**config.mk**
```make
export PLATFORM = sky130hd
export DESIGN_NAME = alu_cmd_sequencer_flat
export DESIGN_NICKNAME = d
export VERILOG_FILES = /design/src/rtl/alu_cmd_sequencer_if.sv /design/src/rtl/alu_cmd_sequencer.sv /design/src/flat_wrapper.sv
export SDC_FILE = /design/constraint.sdc
export NUM_CORES = 1
export LEC_CHECK = 0
export ABC_AREA = 1
export CAP_MARGIN = 30
export CORE_UTILIZATION = 40
export DETAILED_ROUTE_END_ITERATION = 7
export GPL_TIMING_DRIVEN = 0
export PLACE_DENSITY = 0.68
export SETUP_SLACK_MARGIN = 0.1
export SKIP_LAST_GASP = 1
export SYNTH_ARGS = -nofsm -noshare
export SYNTH_HDL_FRONTEND = slang
export SYNTH_SLANG_ARGS = --single-unit
```
**constraint.sdc**
```tcl
create_clock -name clk -period 4.3 [get_ports clk]
set_clock_uncertainty 0.2 [all_clocks]
set_input_delay 0.645 -clock clk [delete_from_list [all_inputs] [get_ports clk]]
set_output_delay 0.645 -clock clk [all_outputs]
set_load 0.05 [all_outputs]
```
**src/rtl/alu_cmd_sequencer_if.sv**
```systemverilog
// Bundles the command, ALU and result signals of the ALU command sequencer.
// slave modport faces the sequencer, master modport faces producer/ALU/consumer.
// Signals: cmd_in/cmd_valid/cmd_ready (byte stream), alu_op/alu_a/alu_b/alu_res
// (ALU drive and result), res_out/res_err/res_valid/res_ready (result stream).
interface alu_cmd_sequencer_if;
  logic [7:0] cmd_in;
  logic       cmd_valid;
  logic       cmd_ready;
  logic [3:0] alu_op;
  logic [3:0] alu_a;
  logic [3:0] alu_b;
  logic [7:0] alu_res;
  logic [7:0] res_out;
  logic       res_err;
  logic       res_valid;
  logic       res_ready;

  modport slave (
    input  cmd_in, cmd_valid, alu_res, res_ready,
    output cmd_ready, alu_op, alu_a, alu_b, res_out, res_err, res_valid
  );

  modport master (
    output cmd_in, cmd_valid, alu_res, res_ready,
    input  cmd_ready, alu_op, alu_a, alu_b, res_out, res_err, res_valid
  );
endinterface

```
**src/rtl/alu_cmd_sequencer.sv**
```systemverilog
// Purpose: two-byte command front-end driving a 4-bit ALU and returning its captured 8-bit result.
// Latency: byte 1 accepted at edge k, result captured and res_valid raised at edge k+EXEC_CYCLES.
// Backpressure: result held in RESP until res_ready; no command bytes accepted from byte 1 until release.
//
// Ports: clk (rising-edge clock), rst_n (synchronous active-low reset),
//   bus (alu_cmd_sequencer_if.slave): cmd_in/cmd_valid/cmd_ready command bytes,
//   alu_op/alu_a/alu_b registered ALU operands, alu_res combinational ALU result,
//   res_out/res_err/res_valid/res_ready captured result stream.
// Parameter EXEC_CYCLES (1..15): ALU settle cycles before capture.
// Optional macro ALU_SEQ_CHAIN_EN: byte-1 bit 7 substitutes the last good
//   result nibble for operand A.
module alu_cmd_sequencer #(
  parameter int unsigned EXEC_CYCLES = 1
) (
  input  logic               clk,
  input  logic               rst_n,
  alu_cmd_sequencer_if.slave bus
);

  typedef enum logic [1:0] {
    ST_IDLE   = 2'd0,
    ST_WAIT_B = 2'd1,
    ST_EXEC   = 2'd2,
    ST_RESP   = 2'd3
  } state_t;

  // Counter value seen during the final settle cycle.
  localparam logic [3:0] LP_LAST_CNT = 4'(EXEC_CYCLES - 1);

  state_t     r_state;
  logic       r_cmd_ready;
  logic       r_res_valid;
  logic [7:0] r_res_out;
  logic       r_res_err;
  logic [3:0] r_alu_op;
  logic [3:0] r_alu_a;
  logic [3:0] r_alu_b;
  logic [3:0] r_cnt;

  logic       w_cmd_fire;
  logic       w_capture;
  logic [7:0] w_cap_res;
  logic       w_cap_err;
  logic [3:0] w_a_byte1;

  assign w_cmd_fire = bus.cmd_valid && r_cmd_ready;
  assign w_capture  = (r_state == ST_EXEC) && (r_cnt == LP_LAST_CNT);

  // Error cases override the ALU output; unsupported opcodes win over divide-by-zero.
  always_comb begin
    w_cap_res = bus.alu_res;
    w_cap_err = 1'b0;
    if (r_alu_op >= 4'd13) begin
      w_cap_res = 8'h00;
      w_cap_err = 1'b1;
    end else if ((r_alu_op == 4'd3) && (r_alu_b == 4'h0)) begin
      w_cap_res = 8'hFF;
      w_cap_err = 1'b1;
    end
  end

`ifdef ALU_SEQ_CHAIN_EN
  logic [3:0] r_chain;

  // Operand A is swapped for the chained nibble when byte 1 asks for it.
  assign w_a_byte1 = bus.cmd_in[7] ? r_chain : r_alu_a;

  // Only error-free captures feed the chain.
  always_ff @(posedge clk) begin
    if (!rst_n) begin
      r_chain <= 4'h0;
    end else if (w_capture && !w_cap_err) begin
      r_chain <= w_cap_res[3:0];
    end
  end
`else
  assign w_a_byte1 = r_alu_a;
`endif

  always_ff @(posedge clk) begin
    if (!rst_n) begin
      r_state     <= ST_IDLE;
      r_cmd_ready <= 1'b0;
      r_res_valid <= 1'b0;
      r_res_out   <= 8'h00;
      r_res_err   <= 1'b0;
      r_alu_op    <= 4'h0;
      r_alu_a     <= 4'h0;
      r_alu_b     <= 4'h0;
      r_cnt       <= 4'h0;
    end else begin
      case (r_state)
        ST_IDLE: begin
          // Also covers the first cycle out of reset, when ready is still low.
          r_cmd_ready <= 1'b1;
          if (w_cmd_fire) begin
            r_alu_op <= bus.cmd_in[7:4];
            r_alu_a  <= bus.cmd_in[3:0];
            r_state  <= ST_WAIT_B;
          end
        end
        ST_WAIT_B: begin
          if (w_cmd_fire) begin
            r_alu_b     <= bus.cmd_in[3:0];
            r_alu_a     <= w_a_byte1;
            r_cnt       <= 4'h0;
            r_cmd_ready <= 1'b0;
            r_state     <= ST_EXEC;
          end
        end
        ST_EXEC: begin
          if (w_capture) begin
            r_res_out   <= w_cap_res;
            r_res_err   <= w_cap_err;
            r_res_valid <= 1'b1;
            r_state     <= ST_RESP;
          end else begin
            r_cnt <= r_cnt + 4'h1;
          end
        end
        ST_RESP: begin
          if (bus.res_ready) begin
            r_res_valid <= 1'b0;
            r_cmd_ready <= 1'b1;
            r_state     <= ST_IDLE;
          end
        end
        default: begin
          r_state <= ST_IDLE;
        end
      endcase
    end
  end

  assign bus.cmd_ready = r_cmd_ready;
  assign bus.alu_op    = r_alu_op;
  assign bus.alu_a     = r_alu_a;
  assign bus.alu_b     = r_alu_b;
  assign bus.res_out   = r_res_out;
  assign bus.res_err   = r_res_err;
  assign bus.res_valid = r_res_valid;

endmodule

```
**src/flat_wrapper.sv**
```systemverilog
// flat-port wrapper written by rule: the top's interface ports become plain ports
module alu_cmd_sequencer_flat 
#(
  parameter int unsigned EXEC_CYCLES = 1
)
  (clk, rst_n, bus_cmd_in, bus_cmd_valid, bus_alu_res, bus_res_ready, bus_cmd_ready, bus_alu_op, bus_alu_a, bus_alu_b, bus_res_out, bus_res_err, bus_res_valid);
  alu_cmd_sequencer_if bus_i ();
  input  logic clk;
  input  logic rst_n;
  input wire logic [$bits(bus_i.cmd_in)-1:0] bus_cmd_in;
  input wire logic [$bits(bus_i.cmd_valid)-1:0] bus_cmd_valid;
  input wire logic [$bits(bus_i.alu_res)-1:0] bus_alu_res;
  input wire logic [$bits(bus_i.res_ready)-1:0] bus_res_ready;
  output wire logic [$bits(bus_i.cmd_ready)-1:0] bus_cmd_ready;
  output wire logic [$bits(bus_i.alu_op)-1:0] bus_alu_op;
  output wire logic [$bits(bus_i.alu_a)-1:0] bus_alu_a;
  output wire logic [$bits(bus_i.alu_b)-1:0] bus_alu_b;
  output wire logic [$bits(bus_i.res_out)-1:0] bus_res_out;
  output wire logic [$bits(bus_i.res_err)-1:0] bus_res_err;
  output wire logic [$bits(bus_i.res_valid)-1:0] bus_res_valid;
  assign bus_i.cmd_in = bus_cmd_in;
  assign bus_i.cmd_valid = bus_cmd_valid;
  assign bus_i.alu_res = bus_alu_res;
  assign bus_i.res_ready = bus_res_ready;
  assign bus_cmd_ready = bus_i.cmd_ready;
  assign bus_alu_op = bus_i.alu_op;
  assign bus_alu_a = bus_i.alu_a;
  assign bus_alu_b = bus_i.alu_b;
  assign bus_res_out = bus_i.res_out;
  assign bus_res_err = bus_i.res_err;
  assign bus_res_valid = bus_i.res_valid;
  alu_cmd_sequencer #(.EXEC_CYCLES(EXEC_CYCLES)) u_core (.clk(clk), .rst_n(rst_n), .bus(bus_i));
endmodule
```
# Word-level counts from Yosys, hierarchy flattened
# Index checks and enable logic that the tools add are counted.
# W data, S select, Z words.
[op_classes]
muxes = 18
n_lt_le_gt_ge = 1
addsub = 1
n_reduce_logical = 16
eq_ne = 9
[ops]
columns = ["op", "n"]
rows = [
  ["$mux W8", 2],
  ["$reduce_and A3 Y1", 3],
  ["$logic_not A4 Y1", 2],
  ["$mux W2", 4],
  ["$mux W4", 2],
  ["$pmux W2 S4", 1],
  ["$pmux W4 S2", 1],
  ["$mux W1", 6],
  ["$ne A2 B1 Y1 const B", 3],
  ["$reduce_and A2 Y1", 3],
  ["$add A4 B1 Y4 const B", 1],
  ["$eq A2 B2 Y1 const B", 2],
  ["$eq A4 B2 Y1 const B", 1],
  ["$ge A4 B4 Y1 const B", 1],
  ["$ne A2 B2 Y1 const B", 2],
  ["$reduce_and A4 Y1", 1],
  ["$reduce_bool A2 Y1", 2],
  ["$logic_and A1 B1 Y1", 3],
  ["$pmux W1 S3", 1],
  ["$reduce_bool A3 Y1", 1],
  ["$eq A2 B1 Y1 const B", 1],
  ["$logic_not A2 Y1", 1],
  ["$pmux W1 S2", 1],
]
[word_totals]
elab_cells = 54
ff_bits = 29
out_inout_bits = 23
in_bits = 20

# Longest topological paths before layout
[logic_depth]
depth_word = 4
depth_mapped = 9

# Worst setup path after synthesis
# No wires, ideal clock.
[synth_timing]
path_kind = "flip-flop to flip-flop"
startpoint = "reg u_core.r_cmd_ready, in the netlist u_core.bus.cmd_ready"
endpoint = "reg u_core.r_alu_op[1], in the netlist u_core.bus.alu_op[1]"
arrival_ns = 1.366
synth_period_minus_slack_ns = 1.685
stages_incl_launch_ff = 7
setup_slack_ns = 2.615
path_cell_list = "dfxtp_1 > nand2_1 > inv_2 > nand2_1 > buf_4 > o21ai_0 > a21oi_1"
[synth_via]
elab_chain_cells = 2
[synth_rtl]
columns = ["element", "line_no", "text"]
rows = [
  ["from (decl)", "alu_cmd_sequencer.sv:31", "logic r_cmd_ready;"],
  ["from (signal assigned)", "alu_cmd_sequencer.sv:83", "r_cmd_ready <= 1'b0;"],
  ["from (signal assigned)", "alu_cmd_sequencer.sv:95", "r_cmd_ready <= 1'b1;"],
  ["from (signal assigned)", "alu_cmd_sequencer.sv:107", "r_cmd_ready <= 1'b0;"],
  ["$logic_and A1 B1 Y1", "alu_cmd_sequencer.sv:46", "assign w_cmd_fire = bus.cmd_valid && r_cmd_ready;"],
  ["$reduce_and A2 Y1 (no source line)", "n/a", ""],
  ["to (signal assigned)", "alu_cmd_sequencer.sv:97", "r_alu_op <= bus.cmd_in[7:4];"],
  ["to (decl)", "alu_cmd_sequencer.sv:35", "logic [3:0] r_alu_op;"],
]
# No other way between the ends.
# A chain may end at the register's enable or synchronous reset.

# Final worst setup path
[layout_timing]
startpoint = "reg u_core.r_alu_op[2], in the netlist u_core.bus.alu_op[2]"
endpoint = "out bus_alu_op[2]"
[layout_lines]
columns = ["element", "line_no", "text"]
rows = [
  ["to (decl)", "flat_wrapper.sv:15", "output wire logic [$bits(bus_i.alu_op)-1:0] bus_alu_op;"],
]
# No word-level cell between the ends.

==> flow_summary.ini <==
[sta]
slew_headroom_pct = 64.26
setup_viol = 0
fin_crit_ns = 2.361
timing.final.crit_share_pct = 54.92
tightestPinTransition_ns = 0.5361
tns_ns = 0
hold_viol = 0
rsz0062_at_grt = no
maxSlewViolCount = 0
fmax_mhz = 423.5

[detailed_routing]
drtAntennaViolNets = 0
vias = 1352
viasPerCell = 4.568
routedWlPerCell_um = 10.61
dr.pass1.iters = 4
dr.first_iter.drc_count = 50
finalWirelength_um = 3142
drcViolationCount = 0

[global_routing]
overflow = 0
grt_pass1_wl_um = 4926
grt_pass1_vias = 1109
grt_max_degree = 11
antenna_found_initial = 0
grt_usage_pct = 18.39

[cts]
root_buffer = clkbuf_4
postCtsHoldBufs = 0
cts_resized = 0
clock-sinks = 29
insertion_delay_ns = 0.33
htreeDepth = 2
post_cts_buffers = 0
cts_buffer_depth = 2
path_clk_slew_ns = 0.10
cts_tree = built
cts_buffers = 5

[setup_path]
critical_path.top_delay_family = buffers and inverters
slowest_stage = clkdlybuf4s50_1
cp-end-kind = primary output
path_buf_inv = 1
crit_type = reg2out
crit_chain = clkdlybuf4s50_1
slowest_delay_ns = 0.82
cp.required_ns = 3.45
worst_setup_path_start_kind = register
crit_fanout = 3
cp.arrival_ns = 1.52

[finish]
syn2layout_area_growth_pct = 38.83
fin_area_um2 = 1959
stdcell_count = 296
drive_gt1_share_pct = 6.000
final_nets = 277
postLayoutCoreUtil_pct = 58.26
diodes = 0

[place]
hpwl_um = 2286
port_buffers = 42
place_area_um2 = 1889
post-place-cells = 288
gp_congestion = 0.7181

[die]
core_um2 = 3363
fp.dieArea_um2 = 3770
num_rows = 21
die_x_um = 61.40
ios = 43
die_h_um = 61.40
initial_core_util_pct = 41.96

[synth]
synth_top_area_share_pct = 41.13
yosys.area.top_type = dfxtp_1
synthesis.area_um2 = 1411
synth-seq-cells = 29
syn_nets = 228
postSynthCellCount = 200
avgSynthCellArea_um2 = 7.057
ys_warn_count = 0
synth_seq_area_share_pct = 41.13
yosysUniqueCellTypes = 20
synth_area_leaders = dfxtp_1 41%, nand2_1 16%, a21oi_1 8.9%

[power]
power_leakage_nw = 0.8488
power_density_nw_per_um2 = 541.8
peakVddDrop_mv = 0.3490

[flow_run]
drv_cap = 0

[hold_path]
hp-class = reg2reg

[status]
status = finished, final reports clean
[cell families (layout without fill, tap and decap cells)]
| family | Yosys count | after routing | synth area share (%) |
|---|---|---|---|
| AO/OA/AOI/OAI | 37 | 37 | 13.56 |
| buffers and inverters | 37 | 87 | 11.17 |
| AND/OR/NAND/NOR | 89 | 89 | 27.04 |
| adder cells (fa/ha/maj) | 8 | 8 | 7.092 |
| flip-flops | 29 | 29 | 41.13 |
[stage by stage]
stage	setup slack (ns)	hold slack (ns)	power (mW)
global placement	2.079	0.2495	0.8706
finish	1.939	0.2662	1.062
CTS	1.917	0.2667	1.071
floorplan	2.615	0.2616	0.7218
global route	1.874	0.2808	1.137
detailed placement	2.083	0.2515	0.8746
[sequential cells by signal, summed over array words and instances (netlist names)]
signal,cells
u_core.bus.res_err,1
u_core.bus.alu_op,4
u_core.bus.alu_b,4
u_core.bus.res_out,8
u_core.r_cnt,4
u_core.bus.cmd_ready,1
u_core.r_state,2
u_core.bus.res_valid,1
u_core.bus.alu_a,4
[power breakdown]
part	internal (mW)	total (mW)	switching (mW)
clock network	0.0946	0.194	0.0993
logic	0.181	0.516	0.335
registers	0.320	0.351	0.0314
[cell usage in the layout (no fill, tap or decap)]
master	n
dfxtp_1	29
nand3_1	10
buf_4	1
ha_1	8
nand3b_1	1
a21oi_2	1
o21ai_1	1
clkbuf_4	5
nand2_1	59
a21boi_0	1
inv_1	31
nor2_1	14
a21oi_1	25
nand4_4	1
buf_6	2
clkdlybuf4s50_1	42
clkinv_2	1
nor3_1	1
o21ai_0	9
clkbuf_1	2
inv_2	1
nand4_1	2
nor2_4	1
clkbuf_8	2
[routing by layer]
metal / track usage (%) / wire length [um] / vias to the layer above / share of wire [%]
li1: - / - / 726 / -
met1: 22.77 / 1521 / 591 / 48
met2: 28.57 / 1370 / 29 / 44
met3: 7.353 / 195 / 6 / 6.2
met4: 7.619 / 54 / 0 / 1.7
met5: 0 / 0 / - / 0
[synthesized netlist by cell type]
cell	count
nand2_1	59
inv_1	31
nand3_1	10
buf_6	2
nor2_4	1
nand3b_1	1
buf_4	1
nand4_4	1
nor2_1	14
nand4_1	2
clkbuf_1	2
inv_2	1
o21ai_1	1
dfxtp_1	29
ha_1	8
a21oi_2	1
a21oi_1	25
o21ai_0	9
a21boi_0	1
nor3_1	1
[path summary, 6_finish.rpt]
check / end / slack (ns) / startpoint / depth (start not counted)
max: bus_alu_op[2] / 1.94 / u_core.bus.alu_op[2]$_SDFFE_PN0P_ / 1
min: u_core.bus.res_out[4]$_SDFFE_PN0P_ / 0.27 / u_core.bus.res_out[4]$_SDFFE_PN0P_ / 2
max reg2reg: u_core.r_cnt[2]$_SDFFE_PN0P_ / 2.55 / u_core.r_state[0]$_SDFFE_PN0P_ / 8
min reg2reg: u_core.bus.res_out[4]$_SDFFE_PN0P_ / 0.27 / u_core.bus.res_out[4]$_SDFFE_PN0P_ / 2
[cell type report]
type                            instances  area (um^2)
Inverter                               32        120.1
Sequential cell                        29        580.6
Buffer                                  5        37.54
Timing Repair Buffer                   42        420.4
Clock inverter                          1        5.005
Fill cell                             374         1404
Multi-Input combinational cell        134        673.1
Clock buffer                            7        65.06
Tap cell                               46        57.56
Power figures use the tool's default switching activity.
